===== src/rtl/snoop_bus_arbiter.sv =====
// Round-robin coherent bus arbiter: grant, snoop broadcast, memory access, completion.
// Optional memory wait timeout enabled by defining SNOOP_ARB_TIMEOUT_EN.
module snoop_bus_arbiter #(
  parameter int unsigned NUM_CPUS = 4,
  parameter int unsigned ADDR_W   = 32,
  parameter int unsigned DATA_W   = 32,
  parameter int unsigned MAX_WAIT = 16
) (
  input  logic                       clk,
  input  logic                       reset,
  input  logic [NUM_CPUS-1:0]        bus_request,
  input  logic [NUM_CPUS-1:0]        bus_rw,
  input  logic [NUM_CPUS*ADDR_W-1:0] req_addr,
  input  logic [NUM_CPUS*DATA_W-1:0] req_data,
  output logic [NUM_CPUS-1:0]        bus_grant,
  output logic                       snoop_valid,
  output logic [ADDR_W-1:0]          snoop_addr,
  output logic                       snoop_rw,
  output logic [NUM_CPUS-1:0]        invalidate,
  input  logic [NUM_CPUS-1:0]        snoop_hit,
  output logic                       shared,
  output logic                       mem_req,
  output logic                       mem_rw,
  output logic [ADDR_W-1:0]          mem_addr,
  output logic [DATA_W-1:0]          mem_wdata,
  input  logic                       mem_ready,
  input  logic [DATA_W-1:0]          mem_rdata,
  output logic [DATA_W-1:0]          bus_rdata,
  output logic                       bus_done,
  output logic                       bus_err
);

  localparam int unsigned PtrW = (NUM_CPUS > 1) ? $clog2(NUM_CPUS) : 1;

  typedef enum logic [2:0] {StIdle, StGrant, StSnoop, StMem, StDone} state_e;

  state_e                state_q, state_d;
  logic [PtrW-1:0]       rr_ptr_q, rr_ptr_d;
  logic [NUM_CPUS-1:0]   grant_q, grant_d;
  logic [NUM_CPUS-1:0]   inval_q, inval_d;
  logic [ADDR_W-1:0]     addr_q, addr_d;
  logic [DATA_W-1:0]     wdata_q, wdata_d;
  logic [DATA_W-1:0]     rdata_q, rdata_d;
  logic                  rw_q, rw_d;
  logic                  snoop_valid_q, snoop_valid_d;
  logic                  shared_q, shared_d;
  logic                  mem_req_q, mem_req_d;
  logic                  done_q, done_d;

  logic [PtrW-1:0]       pick;
  logic [NUM_CPUS-1:0]   pick_oh;
  logic                  found;
  int unsigned           cand;
  logic                  owner_req;

`ifdef SNOOP_ARB_TIMEOUT_EN
  localparam int unsigned CntW = $clog2(MAX_WAIT + 1);
  logic [CntW-1:0] wait_q, wait_d;
  logic            err_q, err_d;
`endif

  // Owner's request is still present; losing it before MEM aborts the transaction.
  assign owner_req = |(bus_request & grant_q);

  always_comb begin
    state_d       = state_q;
    rr_ptr_d      = rr_ptr_q;
    grant_d       = grant_q;
    inval_d       = '0;
    addr_d        = addr_q;
    wdata_d       = wdata_q;
    rdata_d       = rdata_q;
    rw_d          = rw_q;
    snoop_valid_d = 1'b0;
    shared_d      = shared_q;
    mem_req_d     = mem_req_q;
    done_d        = 1'b0;
`ifdef SNOOP_ARB_TIMEOUT_EN
    wait_d        = wait_q;
    err_d         = 1'b0;
`endif

    // Search upward from the slot after the last owner.
    pick  = rr_ptr_q;
    found = 1'b0;
    cand  = 0;
    for (int unsigned k = 1; k <= NUM_CPUS; k++) begin
      cand = (32'(rr_ptr_q) + k) % NUM_CPUS;
      if (!found && bus_request[PtrW'(cand)]) begin
        pick  = PtrW'(cand);
        found = 1'b1;
      end
    end
    pick_oh       = '0;
    pick_oh[pick] = 1'b1;

    unique case (state_q)
      StIdle: begin
        if (found) begin
          rr_ptr_d      = pick;
          grant_d       = pick_oh;
          addr_d        = req_addr[pick*ADDR_W +: ADDR_W];
          wdata_d       = req_data[pick*DATA_W +: DATA_W];
          rw_d          = bus_rw[pick];
          snoop_valid_d = 1'b1;
          inval_d       = bus_rw[pick] ? ~pick_oh : '0;
          state_d       = StGrant;
        end
      end
      StGrant: begin
        if (!owner_req) begin
          grant_d = '0;
          state_d = StIdle;
        end else begin
          state_d = StSnoop;
        end
      end
      StSnoop: begin
        if (!owner_req) begin
          grant_d = '0;
          state_d = StIdle;
        end else begin
          shared_d  = |(snoop_hit & ~grant_q);
          mem_req_d = 1'b1;
`ifdef SNOOP_ARB_TIMEOUT_EN
          wait_d    = '0;
`endif
          state_d   = StMem;
        end
      end
      StMem: begin
        if (mem_ready) begin
          mem_req_d = 1'b0;
          if (!rw_q) rdata_d = mem_rdata;
          done_d    = 1'b1;
          state_d   = StDone;
        end
`ifdef SNOOP_ARB_TIMEOUT_EN
        else if (wait_q == CntW'(MAX_WAIT - 1)) begin
          mem_req_d = 1'b0;
          done_d    = 1'b1;
          err_d     = 1'b1;
          state_d   = StDone;
        end else begin
          wait_d = wait_q + 1'b1;
        end
`endif
      end
      StDone: begin
        grant_d = '0;
        state_d = StIdle;
      end
      default: state_d = StIdle;
    endcase
  end

  always_ff @(posedge clk or posedge reset) begin
    if (reset) begin
      state_q       <= StIdle;
      rr_ptr_q      <= PtrW'(NUM_CPUS - 1);
      grant_q       <= '0;
      inval_q       <= '0;
      addr_q        <= '0;
      wdata_q       <= '0;
      rdata_q       <= '0;
      rw_q          <= 1'b0;
      snoop_valid_q <= 1'b0;
      shared_q      <= 1'b0;
      mem_req_q     <= 1'b0;
      done_q        <= 1'b0;
`ifdef SNOOP_ARB_TIMEOUT_EN
      wait_q        <= '0;
      err_q         <= 1'b0;
`endif
    end else begin
      state_q       <= state_d;
      rr_ptr_q      <= rr_ptr_d;
      grant_q       <= grant_d;
      inval_q       <= inval_d;
      addr_q        <= addr_d;
      wdata_q       <= wdata_d;
      rdata_q       <= rdata_d;
      rw_q          <= rw_d;
      snoop_valid_q <= snoop_valid_d;
      shared_q      <= shared_d;
      mem_req_q     <= mem_req_d;
      done_q        <= done_d;
`ifdef SNOOP_ARB_TIMEOUT_EN
      wait_q        <= wait_d;
      err_q         <= err_d;
`endif
    end
  end

  assign bus_grant   = grant_q;
  assign snoop_valid = snoop_valid_q;
  assign snoop_addr  = addr_q;
  assign snoop_rw    = rw_q;
  assign invalidate  = inval_q;
  assign shared      = shared_q;
  assign mem_req     = mem_req_q;
  assign mem_rw      = rw_q;
  assign mem_addr    = addr_q;
  assign mem_wdata   = wdata_q;
  assign bus_rdata   = rdata_q;
  assign bus_done    = done_q;
`ifdef SNOOP_ARB_TIMEOUT_EN
  assign bus_err     = err_q;
`else
  assign bus_err     = 1'b0;
`endif

endmodule


===== config.mk =====
export PLATFORM = sky130hd
export DESIGN_NAME = snoop_bus_arbiter
export DESIGN_NICKNAME = d
export VERILOG_FILES = /design/src/rtl/snoop_bus_arbiter.sv
export SDC_FILE = /design/constraint.sdc
export NUM_CORES = 1
export LEC_CHECK = 0
export ABC_AREA = 1
export CAP_MARGIN = 25
export CORE_AREA = 2 2 171 173
export DETAILED_ROUTE_END_ITERATION = 6
export DIE_AREA = 0 0 173 175
export SLEW_MARGIN = 15
export SYNTH_ARGS = -nofsm -noshare
export SYNTH_HDL_FRONTEND = slang
export SYNTH_SLANG_ARGS = --single-unit

===== constraint.sdc =====
create_clock -name clk -period 10.9 [get_ports clk]
set_input_delay 2.725 -clock clk [delete_from_list [all_inputs] [get_ports clk]]
set_output_delay 2.725 -clock clk [all_outputs]
set_load 0.05 [all_outputs]

==> out/qor.txt <==
run status = finished clean
Logic pwr share = 73.6%
TritonCTS Buffers = 17
Mapped Nets = 1471
final worst path period need = 5.53 ns
CORE AREA = 28400 µm²
WL final = 32300 µm
synth warn = 0
P_int = 2.14 mW
Leakage = 6.20 nW
crit-path max FO = 68
unrepaired setup endpoints after global routing = no
TNS Setup = 0 ns
drt via density = 4.59
Die X = 173 µm
Post-synth ARST share = 100%
sequential area share after synthesis = 36.6%
number of I/O pins = 446
post-synthesis cell type with the largest combined area = dfrtp_1
port buffer count = 444
max-cap viol count = 0
Post-synth EDFFs = 0
GRT overflow = 0
detailed-placement wirelength estimate = 23200 µm
critical path launch point type = primary input
initial antenna violation count = 1
Pins Over Slew Limit = 0
worst slew pin tran = 0.919 ns
clk_lat worst skew = 0.41 ns
share of post-route cells with drive strength above 1 = 6.32%
Clk pwr share = 11.0%
gpl congestion = 0.826
CP Class = in -> reg
initial core utilization = 27.5%
wire length per cell = 16.8 µm
largest net degree at the start of global routing = 83
pwr/cell area = 407 nW/µm²
clock sinks = 114
final net count = 1826
DRC Markers = 0
Routed Antenna Nets = 0
Arr. time, crit path = 5.86 ns
switching power total = 2.99 mW
Finish-stage setup viols = 0
Switching Share = 58.3%
vias in the first global route = 8316
main area contributors after synthesis = dfrtp_1 (36%), nand2_1 (30%), nand3_1 (13%)
CTS Buffer Depth = 2
WP data required = 11.23 ns
first-pass GRT wire length = 48800 µm
worst hold margin = 0.474 ns
Rel. slew slack = 38.7%
Final Skew = 0.0139 ns
CTS tree = built
Clock Tree Root = clkbuf_16
DRT Pass-1 Iters = 7
post-synth top area share = 36.0%
top_reg_cell synth = dfrtp_1
Final Hold Viols = 0
VDD IR max = 201 µV
Area growth syn-to-layout = 61.6%
post-CTS sizing = 0
GRT Total Usage = 20.6%
Synth Cell Area = 7790 µm²
Iter 0 DRT Violations = 399
CTS H-Tree Depth = 4
Chip Height = 175 µm
Achievable Freq = 181 MHz
hold crit path type = reg -> reg
Seq pwr share = 15.4%
number of setup buffers added after CTS = 0
count of different cell masters after synthesis = 30
Syn Area/Cell = 6.67 µm²
vias = 8811
most frequent cells in the layout = nand2_1 (619), clkdlybuf4s50_1 (444), nand3_1 (204), dfrtp_1 (112), mux2_2 (32)
most common cell after layout, fill and taps aside = nand2_1
type of destination of the critical path = flip-flop
hold buffer count at cts = 0
Worst-path clk slew = 0.05 ns
Synth Instances = 1168
Yosys reg bits = 114
fin crit share = 50.7%
Die Area = 30300 µm²
Row Count = 62
## layer usage
layer  GRT usage (%)  share of wire [%]  vias up
li1                -                  -     4367
met4            5.76                1.7        0
met3            4.40                6.2       26
met2            35.6                 50      329
met5               0                  0        -
met1            26.0                 42     4089
## worst max-delay path, stage by stage
cell and delay (ns):
clkdlybuf4s50_1 0.48, inv_1 0.06, nand2_1 0.08, nand2_1 0.07, nand2_1 0.06, nand2_1 0.09, nand2_2 0.13, nand3_4 0.51
nand2_4 0.96, nand2_1 0.24, nand2_1 0.14, nand2_1 0.06, nand2_1 0.08, nand2_1 0.05, nand2_1 0.08
## path summary, 6_finish.rpt
check / start / end / slack, ns / depth (start not counted)
max in group asynchronous: reset / mem_wdata[1] / 6.79 / 3
max: bus_request[2] / mem_addr[17] / 5.37 / 15
min reg2reg: mem_wdata[23] / mem_wdata[23] / 0.47 / 2
min: mem_wdata[23] / mem_wdata[23] / 0.47 / 2
max reg2reg: rr_ptr_q[0] / mem_addr[17] / 7.29 / 14
min in group asynchronous: reset / bus_rdata[7] / 2.78 / 2
## synth_stat cells (2+ instances only)
cell type / instances
buf_1: 6
nand2_1: 620
o21ai_0: 7
dfstp_2: 2
nand2_2: 8
buf_2: 38
clkbuf_1: 9
nand3_1: 205
dfrtp_1: 112
inv_2: 4
mux2_2: 32
inv_1: 25
nand3b_1: 2
buf_4: 41
nor2_1: 16
buf_6: 21
nand2_4: 4
o22ai_1: 4
## cells by family (layout without fill, tap and decap cells)
logic type	count (synthesis)	count (layout)	synth area share (%)
buffers and inverters	145	513	11.6
multiplexers	32	32	4.62
flip-flops	114	114	36.6
other	1	2	0.0481
AO/OA/AOI/OAI	17	17	1.36
AND/OR/NAND/NOR	859	859	45.7
## through the flow
stage | total power [mW] | instance area (µm²) | utilization (%) | cells | setup slack, ns
after floorplan | 3.68 | 7790 | - | 1168 | 5.16
after global placement | 4.57 | 12000 | 42.3 | 1888 | 4.99
after detailed placement | 4.61 | 12000 | 42.3 | 1888 | 4.96
after CTS | 5.19 | 12600 | 44.4 | 1920 | 5.38
after global routing | 5.57 | 12600 | 44.4 | 1921 | 5.13
final | 5.13 | 12600 | 44.4 | 1921 | 5.37
## power by group through the flow
stage	clock network, mW	registers [mW]	logic, mW
final	0.566	0.791	3.78
after detailed placement	0	0.796	3.81
after floorplan	0	1.41	2.27
after CTS	0.582	0.793	3.82
after global placement	0	0.791	3.78
after global routing	0.601	0.817	4.15
## cell type report
type                            instances  area (µm²)
Timing Repair Buffer                  451        4500
Tap cell                              384         480
Multi-Input combinational cell        909        4050
Inverter                               30         118
Clock buffer                           18         439
Clock inverter                         14         151
Antenna cell                            1        2.50
Sequential cell                       114        2860
Fill cell                            2923       15800
## registers in the layout (all words and copies together) (netlist names)
register / count
bus_done: 1
rr_ptr_q: 2
bus_grant: 4
mem_rw: 1
invalidate: 4
mem_wdata: 32
snoop_valid: 1
shared: 1
state_q: 3
mem_addr: 32
mem_req: 1
bus_rdata: 32
(Power assumes the default switching activity.)
